<file path="config.mk">
export PLATFORM = sky130hd
export DESIGN_NAME = tmds_channel_decoder
export DESIGN_NICKNAME = d
export VERILOG_FILES = /design/src/rtl/tmds_channel_decoder.sv
export SDC_FILE = /design/constraint.sdc
export NUM_CORES = 1
export LEC_CHECK = 0
export CAP_MARGIN = 10
export CORE_UTILIZATION = 57
export DETAILED_ROUTE_END_ITERATION = 12
export MAX_ROUTING_LAYER = met4
export PLACE_DENSITY = 0.86
export SYNTH_ARGS = -nofsm -noshare
export SYNTH_HDL_FRONTEND = slang
export SYNTH_SLANG_ARGS = --single-unit
</file>
<file path="constraint.sdc">
create_clock -name clk -period 2.95 [get_ports clk]
set_input_delay 0.59 -clock clk [delete_from_list [all_inputs] [get_ports clk]]
set_output_delay 0.59 -clock clk [all_outputs]
set_load 0.1 [all_outputs]
</file>
<file path="src/rtl/tmds_channel_decoder.sv">
// One TMDS channel receiver: 10b->8b decode, control-token detect and word alignment.
// Hunts for runs of control tokens and requests deserialiser bit-slips until locked.
module tmds_channel_decoder #(
    parameter int unsigned CTRL_RUN_MIN   = 8,
    parameter int unsigned SEARCH_TIMEOUT = 4096,
    parameter int unsigned SLIP_WAIT      = 16,
    parameter int unsigned LOCK_TIMEOUT   = 4096
) (
    input  logic       clk,
    input  logic       rst,
    input  logic [9:0] i_tmds_word,
    output logic       o_bitslip,
    output logic       o_locked,
    output logic [3:0] o_slip_cnt,
    output logic       o_de,
    output logic [7:0] o_data,
    output logic [1:0] o_ctrl
);

    localparam int unsigned RunW  = $clog2(CTRL_RUN_MIN) + 1;
    localparam int unsigned SrchW = $clog2(SEARCH_TIMEOUT) + 1;
    localparam int unsigned WaitW = $clog2(SLIP_WAIT) + 1;
    localparam int unsigned LockW = $clog2(LOCK_TIMEOUT) + 1;

    localparam logic [RunW-1:0]  RunMax   = RunW'(CTRL_RUN_MIN);
    localparam logic [SrchW-1:0] SrchLast = SrchW'(SEARCH_TIMEOUT - 1);
    localparam logic [WaitW-1:0] WaitLast = WaitW'(SLIP_WAIT - 1);
    localparam logic [LockW-1:0] LockLast = LockW'(LOCK_TIMEOUT - 1);

    typedef enum logic [1:0] {StSearch, StSlipWait, StLocked} state_e;

    state_e           state_q, state_d;
    logic [RunW-1:0]  run_q, run_d;
    logic [SrchW-1:0] srch_q, srch_d;
    logic [WaitW-1:0] wait_q, wait_d;
    logic [LockW-1:0] lock_q, lock_d;
    logic [3:0]       slip_cnt_q, slip_cnt_d;
    logic             bitslip_q, bitslip_d;
    logic             run_full;

    logic             is_ctrl;
    logic [1:0]       ctrl_dec;
    logic [7:0]       q_word, d_word;

    logic             s1_tok_q;
    logic [1:0]       s1_ctrl_q;
    logic [7:0]       s1_data_q;
    logic             de_q, de_d;
    logic [7:0]       data_q, data_d;
    logic [1:0]       ctrl_q, ctrl_d;

    always_comb begin
        is_ctrl  = 1'b1;
        ctrl_dec = 2'b00;
        case (i_tmds_word)
            10'b1101010100: ctrl_dec = 2'b00;
            10'b0010101011: ctrl_dec = 2'b01;
            10'b0101010100: ctrl_dec = 2'b10;
            10'b1010101011: ctrl_dec = 2'b11;
            default:        is_ctrl  = 1'b0;
        endcase
    end

    // Undo the optional inversion, then the XOR/XNOR transition chain.
    always_comb begin
        q_word    = i_tmds_word[9] ? ~i_tmds_word[7:0] : i_tmds_word[7:0];
        d_word    = 8'h00;
        d_word[0] = q_word[0];
        for (int i = 1; i < 8; i++) begin
            d_word[i] = i_tmds_word[8] ? (q_word[i] ^ q_word[i-1])
                                       : ~(q_word[i] ^ q_word[i-1]);
        end
    end

    always_comb begin
        run_d = '0;
        if (state_q != StSlipWait && is_ctrl) begin
            run_d = (run_q == RunMax) ? RunMax : run_q + RunW'(1);
        end
    end

    assign run_full = (run_d == RunMax);

    always_comb begin
        state_d    = state_q;
        srch_d     = srch_q;
        wait_d     = wait_q;
        lock_d     = lock_q;
        slip_cnt_d = slip_cnt_q;
        bitslip_d  = 1'b0;
        unique case (state_q)
            StSearch: begin
                if (run_full) begin
                    state_d = StLocked;
                    srch_d  = '0;
                    lock_d  = '0;
                end else if (srch_q == SrchLast) begin
                    bitslip_d  = 1'b1;
                    slip_cnt_d = (slip_cnt_q == 4'd9) ? 4'd0 : slip_cnt_q + 4'd1;
                    state_d    = StSlipWait;
                    wait_d     = '0;
                end else begin
                    srch_d = srch_q + SrchW'(1);
                end
            end
            StSlipWait: begin
                if (wait_q == WaitLast) begin
                    state_d = StSearch;
                    srch_d  = '0;
                end else begin
                    wait_d = wait_q + WaitW'(1);
                end
            end
            StLocked: begin
                if (run_full) begin
                    lock_d = '0;
                end else if (lock_q == LockLast) begin
                    state_d = StSearch;
                    srch_d  = '0;
                end else begin
                    lock_d = lock_q + LockW'(1);
                end
            end
            default: state_d = StSearch;
        endcase
    end

    // Stage 2: gate on the current lock state; ctrl holds through data periods.
    always_comb begin
        de_d   = 1'b0;
        data_d = 8'h00;
        ctrl_d = ctrl_q;
        if (!o_locked) begin
            ctrl_d = 2'b00;
        end else if (s1_tok_q) begin
            ctrl_d = s1_ctrl_q;
        end else begin
            de_d   = 1'b1;
            data_d = s1_data_q;
        end
    end

    always_ff @(posedge clk) begin
        if (rst) begin
            state_q    <= StSearch;
            run_q      <= '0;
            srch_q     <= '0;
            wait_q     <= '0;
            lock_q     <= '0;
            slip_cnt_q <= 4'd0;
            bitslip_q  <= 1'b0;
            s1_tok_q   <= 1'b0;
            s1_ctrl_q  <= 2'b00;
            s1_data_q  <= 8'h00;
            de_q       <= 1'b0;
            data_q     <= 8'h00;
            ctrl_q     <= 2'b00;
        end else begin
            state_q    <= state_d;
            run_q      <= run_d;
            srch_q     <= srch_d;
            wait_q     <= wait_d;
            lock_q     <= lock_d;
            slip_cnt_q <= slip_cnt_d;
            bitslip_q  <= bitslip_d;
            s1_tok_q   <= is_ctrl;
            s1_ctrl_q  <= ctrl_dec;
            s1_data_q  <= d_word;
            de_q       <= de_d;
            data_q     <= data_d;
            ctrl_q     <= ctrl_d;
        end
    end

    assign o_locked   = (state_q == StLocked);
    assign o_bitslip  = bitslip_q;
    assign o_slip_cnt = slip_cnt_q;
    assign o_de       = de_q;
    assign o_data     = data_q;
    assign o_ctrl     = ctrl_q;

endmodule

</file>
======== Word level (Yosys, flattened, before mapping) ========
Cells that the tools add are included.
W data, S select, Z words.
cells by class
  add/subtract/negate cells ............... 5
  eq/ne operators ......................... 23
  multiplexer cells ....................... 35
  bitwise gates (word level) .............. 18
  reductions and logical operators ........ 14
operators with widths
  kind                     number
  $mux W13                 8
  $pmux W13 S3             1
  $add A13 B1 Y13 const B  2
  $eq A13 B12 Y1 const B   2
  $pmux W13 S2             1
  $eq A10 B10 Y1 const B   2
  $mux W5                  3
  $eq A4 B4 Y1 const B     3
  $mux W4                  3
  $ne A2 B2 Y1 const B     6
  $pmux W2 S3              2
  $eq A10 B8 Y1 const B    1
  $eq A10 B9 Y1 const B    1
  $mux W1                  10
  $mux W2                  5
  $not A1 Y1               10
  $pmux W5 S2              1
  $ne A3 B3 Y1 const B     3
  $add A4 B1 Y4 const B    2
  $mux W8                  1
  $not A8 Y8               1
  $reduce_and A4 Y1        2
  $xor A1 B1 Y1            7
  $reduce_and A3 Y1        2
  13 further kinds         16
storage, ports and cells
  register bits ........................... 64
  word-level logic and storage cells ...... 108

======== Depth between registers and ports, before layout ========
Gate-level depths: netlist (run 1).
  depth after elaboration ................. 8
  mapped depth ............................ 10
  mapped depth without buffers ............ 8

======== Worst setup path before layout (run 1) ========
OpenSTA, ideal clock, no wires.
  kind .................................... flip-flop to flip-flop
  from .................................... reg state_q[0]
  to ...................................... reg srch_q[2]
  setup time .............................. 122 ps
  arrival time ............................ 2456 ps
  data required time ...................... 2828 ps
  path slack .............................. 372 ps
  cell stages (with the launch flop) ...... 9
  buffers on the path ..................... 2
  cells stage by stage .................... dfxtp_1 inv_1 ha_1 clkbuf_1 a21boi_1 a211o_1 o31a_1 buf_6 a221o_1
between the ends
  elaborated cells between the ends (all ways) .. 15
  classes of those cells .................. 8 x eq/ne; 3 x mux; 4 x reduce/logical
RTL lines
  item                                            line  source
  start: declaration                              32    state_e state_q, state_d;
  start signal: assignment                        145   state_q <= StSearch;
  start signal: assignment                        159   state_q <= state_d;
  $eq A2 B2 Y1 (*)                                -
  net o_locked                                    13    output logic o_locked,
  $ne A2 B1 Y1 (no line) (tied with other cells)  -
  $reduce_and A5 Y1 (no line)                     -
  end signal: assignment                          161   srch_q <= srch_d;
  end: declaration                                34    logic [SrchW-1:0] srch_q, srch_d;
Mark *: on every way through the listed nets, which the timed path passes. The rest lies on a longest branch.
A chain may end at the register's enable or synchronous reset.

======== Final worst setup path (run 1) ========
  from .................................... in i_tmds_word[0]
  to ...................................... reg srch_q[6]
between the ends
  longest elaborated chain between the ends .. 8
  elaborated cells between the ends (all ways) .. 14
  classes of those cells .................. 7 x eq/ne; 4 x mux; 3 x reduce/logical
ends and longest elaborated chain
  item                                                         line  source
  start: declaration                                           11    input logic [9:0] i_tmds_word,
  $eq A10 B10 Y1 (tied with other cells)                       55    case (i_tmds_word)
  $reduce_or A4 Y1 (no line) (*)                               -
  $mux W1 (*)                                                  55
  $logic_and A1 B1 Y1 (*)                                      77    if (state_q != StSlipWait && is_ctrl) begin
  $mux W4 (*)                                                  77
  $eq A4 B4 Y1 (*)                                             82    assign run_full = (run_d == RunMax);
  $ne A3 B3 Y1 (no line) (tied with other cells)               -
  $reduce_and A5 Y1 (no line) or $pmux W13 S3 (tied branches)  -
Mark *: on every way between the ends. The rest lies on a longest branch, timed or not.

==> key figures, run 1 <==
Run status
  • Status: complete, no violations

Global route
  • Met2 usage: 42.4%
  • Met1 Use GR: 30.4%
  • First-pass GRT wire length: 11000 um
  • Global route total overflow: 0
  • Largest net degree at the start of global routing: 24
  • Initial antenna violation count: 0
  • Busiest metal layer after global routing: met2
  • All-Layer GR Usage: 26.9%
  • Grt met3 use: 9.92%
  • Vias in the first global route: 2512

Floorplanning
  • Die W: 75.7 um
  • DIE AREA: 5730 um2
  • Io pins: 29
  • # rows: 26
  • Initial Utilization: 59.8%
  • Chip height: 75.7 um
  • Core area: 5170 um2

Worst setup path
  • Critical path arrival: 3010 ps
  • CP Capture Type: register
  • Worst Setup SP: i_tmds_word[0]
  • FF-to-FF Start: run_q[0]
  • CP max FO: 10
  • Kind of critical path: primary input to register
  • Worst Path Required: 3180 ps
  • Reg2reg path depth: 9
  • Startpoint type of the worst setup path: primary input

Placement
  • Gpl congestion: 0.858
  • Placed Area: 3530 um2
  • DP Worst Slack: -173 ps
  • I/O Buffers: 28
  • Detailed Place HPWL: 4760 um

Timing
  • Final hold violations: 0
  • Skew final: 8.12 ps
  • RSZ-0062 raised after global routing: false
  • Final Critical Period: 2780 ps
  • Slew Limit Fails: 0
  • # setup viols final: 0
  • Worst Tran Pin Value: 468 ps
  • Slew headroom: 68.8%
  • Fmax: 360 MHz
  • Crit share post-route: 94.2%
  • Final setup margin: 170 ps

Synthesis
  • Synthesized instance count: 349
  • Seq cells post-synth: 64
  • Post-synth top flop: dfxtp_1
  • Seq/Total Area, Yosys: 41.4%
  • Synth async-reset ratio: 0%
  • Post-synth design cell area: 3090 um2
  • Post-synth EDFFs: 0
  • Synth warnings: 0
  • Syn Area/Cell: 8.87 um2
  • Synth cell types: 59
  • Mapped Nets: 372

Clock network
  • Root Driver: clkbuf_8
  • CTS tree: yes
  • CTS clock-pin slew for the worst setup and hold paths: 60 ps
  • Post-cts hold buffer count: 0
  • Clock buffer depth: 2
  • Insertion delay to the later sink of the worst-skew pair: 350 ps
  • H-tree level count: 3
  • Sink Count: 64
  • Postcts setup bufs: 0
  • TritonCTS Buffers: 9
  • Cells resized by post-CTS repair: 0

Routing
  • Initial DRC count: 142
  • Initial DRT Pass Iterations: 4
  • Post-DRT Antenna Nets: 0
  • DRT Wirelength: 6710 um
  • Via-to-Cell Ratio: 5.74
  • DR WL/cell: 14.2 um
  • Vias after detailed routing: 2709
  • DRC viols: 0

Finish
  • Nets: 421
  • P&R area growth vs syn: 21.3%
  • Post-Route Utilization: 72.6%
  • Antenna cells: 0
  • Final instance area: 3750 um2
  • Most common cell after layout, fill and taps aside: dfxtp_1
  • Ratio of cells with drive above 1 in the final layout: 17.4%
  • Most frequent cells in the layout: dfxtp_1, buf_4, nor2_1, nand2_1, nand3_1
  • FILL cells: 402

Power
  • Leakage power: 1.58 nW
  • Total chip power: 1.81 mW
  • Maximum vdd drop: 0.387 mV
  • Power per cell area: 481 nW/um2

Worst hold path
  • HP Class: register to register
  • Hold depth: 1
  • Min-delay src: s1_data_q[7]

Job
  • Maxcap violations: 0
-- worst max-delay path, cell delays in order --
cell and delay [ps]:
clkdlybuf4s50_1 530, inv_1 60, ha_1 200, nand4b_1 120
nor2_1 80, o221a_2 300, a211o_1 310, o31a_1 420
a221o_1 400
-- sequential cells by signal, summed over array words and instances, names as in the netlist, 2 cells and up --
name        flops
s1_ctrl_q       2
state_q         2
o_ctrl          2
run_q           4
wait_q          5
o_data          8
o_slip_cnt      4
s1_data_q       8
srch_q         13
lock_q         13
-- through the flow --
| step | setup TNS (ps) | hold slack [ps] | instances |
|---|---|---|---|
| CTS | 0 | 429 | 472 |
| global route | 0 | 440 | 472 |
| detailed placement | -1590 | 411 | 457 |
| global placement | -1100 | 407 | 457 |
| floorplan | 0 | 406 | 349 |
| finish | 0 | 427 | 472 |
-- power breakdown --
group	internal (mW)	switching [mW]
registers	0.879	0.00571
logic	0.0442	0.0434
clock network	0.516	0.318
total	1.44	0.367
-- cell type report --
class	instances	area (um2)	share of cell area (%)
Clock buffer	12	155	4.13
Clock inverter	3	65.1	1.73
Inverter	15	56.3	1.50
Multi-Input combinational cell	256	1690	45.0
Sequential cell	64	1280	34.1
Tap cell	70	87.6	2.33
Timing Repair Buffer	52	418	11.1
-- path summary, 6_finish.rpt --
| check | slack, ps | end |
|---|---|---|
| setup reg to reg | 330 | srch_q[6] |
| hold / removal | 430 | o_data[7] |
| setup / recovery | 170 | srch_q[6] |
| hold reg to reg | 430 | o_data[7] |
-- synth_stat cells (4+ instances only) --
library cell | n | share of area [%]
dfxtp_1 | 64 | 41
nor2_1 | 37 | 4.5
nand2_1 | 22 | 2.7
nand3_1 | 18 | 2.9
a21oi_1 | 17 | 2.7
nor3_1 | 15 | 2.4
and3_1 | 14 | 2.8
inv_1 | 14 | 1.7
ha_1 | 11 | 4.4
xnor2_1 | 11 | 3.1
and2_1 | 10 | 2.0
clkbuf_1 | 9 | 1.1
mux2i_1 | 8 | 2.6
a221o_1 | 7 | 2.3
a21o_1 | 6 | 1.5
or3_1 | 6 | 1.2
nand4_1 | 5 | 1.0
nor2b_1 | 5 | 1.0
a31oi_1 | 4 | 0.81
nand3b_1 | 4 | 0.97
o32ai_1 | 4 | 1.1
-- per-layer routing --
layer  vias up  routed length, um
li1       1361                  -
met1      1274               2990
met2        55               3270
met3        19                265
met4         0                178
met5         -                  0
-- cell families after synthesis --
family / Yosys count / share of synthesized area (%)
AND/OR/NAND/NOR: 158 / 27.9
multiplexers: 9 / 2.95
buffers and inverters: 29 / 3.96
adder cells (fa/ha/maj): 11 / 4.45
AO/OA/AOI/OAI: 65 / 15.6
flip-flops: 64 / 41.4
XOR/XNOR: 13 / 3.68
Note: power is estimated with default switching activity, not from simulation.
==> run 2, diff against run 1 <==
Settings changed: CORE_UTILIZATION 57 to 61, PLACE_DENSITY 0.86 to 0.91.
Clock period 2.95 ns to 3.2 ns, I/O delays scaled along.
==> run 2 against run 1 <==
Combinational power is 14% lower. Utilization is 3.1 points higher. First-iteration DRC count is 15% lower. Setup slack better by 210 ps. Global-route usage is 1.1 points higher. Non-clock buffer count is 15 lower. Clock-buffer cell count is 2 lower. Critical path type unchanged. Critical endpoint is now srch_q[7]. Largest cell class unchanged.
==> key figures, run 2 (same netlist as run 1, synthesis figures left out) <==
Worst hold path
  • Worst hold path endpoint: o_data[0]
  • HP Class: register to register
  • Min-delay src: s1_data_q[0]
  • Hold depth: 1

Routing
  • DR WL/cell: 15.0 um
  • Post-DRT Antenna Nets: 0
  • DRC viols: 0
  • Via-to-Cell Ratio: 5.92
  • Initial DRC count: 121
  • Vias after detailed routing: 2694
  • Initial DRT Pass Iterations: 4
  • DRT Wirelength: 6810 um

Floorplanning
  • Die W: 73.2 um
  • Io pins: 29
  • Core area: 4820 um2
  • # rows: 25
  • Initial Utilization: 64.2%
  • Chip height: 73.2 um
  • DIE AREA: 5360 um2

Worst setup path
  • CP Capture Type: register
  • Reg2reg path depth: 7
  • Critical path arrival: 3050 ps
  • Startpoint type of the worst setup path: primary input
  • Kind of critical path: primary input to register
  • Slowest CP cell: clkdlybuf4s50_1
  • CP max FO: 10
  • R2r setup slk: 590 ps
  • R2r endpoint: srch_q[7]
  • Worst Path Required: 3430 ps
  • FF-to-FF Start: srch_q[1]
  • CP peak stage delay: 530 ps
  • Worst path cell trace: clkdlybuf4s50_1 -> inv_1 -> ha_1 -> nand4b_1 -> nor2_1 -> o221a_2 -> a211o_1 -> o31a_1 -> a221o_1

Finish
  • Antenna cells: 0
  • Most common cell after layout, fill and taps aside: dfxtp_1
  • Ratio of cells with drive above 1 in the final layout: 14.7%
  • Most frequent cells in the layout: dfxtp_1, nor2_1, buf_4, nand2_1, nand3_1
  • Nets: 406
  • Post-Route Utilization: 75.7%
  • P&R area growth vs syn: 17.9%
  • Final cell count without fillers: 455
  • Registers with the most flip-flops: lock_q: 13 flops, srch_q: 13 flops

Timing
  • Final Critical Period: 2820 ps
  • RSZ-0062 raised after global routing: false
  • Slew Limit Fails: 0
  • Final hold violations: 0
  • Slew headroom: 66.1%
  • # setup viols final: 0
  • Final setup TNS: 0 ps
  • Crit share post-route: 88.2%
  • Worst Tran Pin Value: 509 ps
  • Fmax: 354 MHz
  • Skew final: 8.03 ps

Power
  • Leakage power: 1.50 nW
  • Maximum vdd drop: 0.275 mV
  • Power per cell area: 458 nW/um2
  • Total chip power: 1.67 mW

Global route
  • Initial antenna violation count: 0
  • Global route total overflow: 0
  • First-pass GRT wire length: 11100 um
  • All-Layer GR Usage: 28.0%
  • Vias in the first global route: 2559
  • Largest net degree at the start of global routing: 28

Job
  • Maxcap violations: 0

Clock network
  • Insertion delay to the later sink of the worst-skew pair: 350 ps
  • Cells resized by post-CTS repair: 0
  • Root Driver: clkbuf_8
  • Post-cts hold buffer count: 0
  • H-tree level count: 3
  • Postcts setup bufs: 0
  • TritonCTS Buffers: 9
  • CTS tree: yes
  • Clock buffer depth: 2
  • CTS clock-pin slew for the worst setup and hold paths: 70 ps
  • Sink Count: 64

Run status
  • Status: complete, no violations

Placement
  • Detailed Place HPWL: 4590 um
  • Gpl congestion: 0.866
  • Placed cell count: 439
  • I/O Buffers: 28
-- run 2: changes by cell type in the layout (fill, tap and decap cells not counted), sizes merged --
cell / change
clkinvlp: +2
buf: -15
clkinv: +1
clkbuf: -2
-- run 2: final cells by class --
| class | instances | area [um2] |
|---|---|---|
| timing repair buffer | 37 | 305 |
| clock buffer | 10 | 138 |
| tap | 67 | 83.8 |
| inverter | 15 | 56.3 |
| fill | 347 | 1170 |
| sequential | 64 | 1280 |
| clock inverter | 6 | 92.6 |
| multi-input combinational | 256 | 1690 |
-- run 2: metal layers --
layer	routed length [um]	track usage (%)	part of all wire (%)	up-vias
met5	0	-	0	-
met2	3550	47.9	52	71
li1	-	-	-	1326
met3	246	4.97	3.6	17
met1	2860	30.0	42	1280
met4	146	16.8	2.1	0
-- run 2: worst max path at each step --
stage,startpoint,to,depth (start not counted)
floorplan,state_q[0],srch_q[2],8
global route,i_tmds_word[1],srch_q[7],9
finish,i_tmds_word[1],srch_q[7],9
detailed placement,i_tmds_word[0],srch_q[2],9
global placement,i_tmds_word[0],srch_q[6],9
CTS,i_tmds_word[0],srch_q[7],9
-- run 2: worst max-delay path: cells and delay by family --
kind	cells	cell delay, ps
AND/OR/NAND/NOR	2	200
AO/OA/AOI/OAI	4	1440
buffers and inverters	2	600
adder cells (fa/ha/maj)	1	180
-- run 2: report_power, final --
group          switching, mW  internal (mW)
Sequential           0.00562          0.810
Combinational         0.0377         0.0375
Clock                  0.317          0.462
-- run 2: stage by stage --
stage	worst slack (ps)	hold WS, ps	cell area [um2]
floorplan	622	406	3090
global placement	92.1	408	3420
detailed placement	59.3	412	3420
CTS	406	428	3650
global route	258	437	3650
finish	378	430	3650
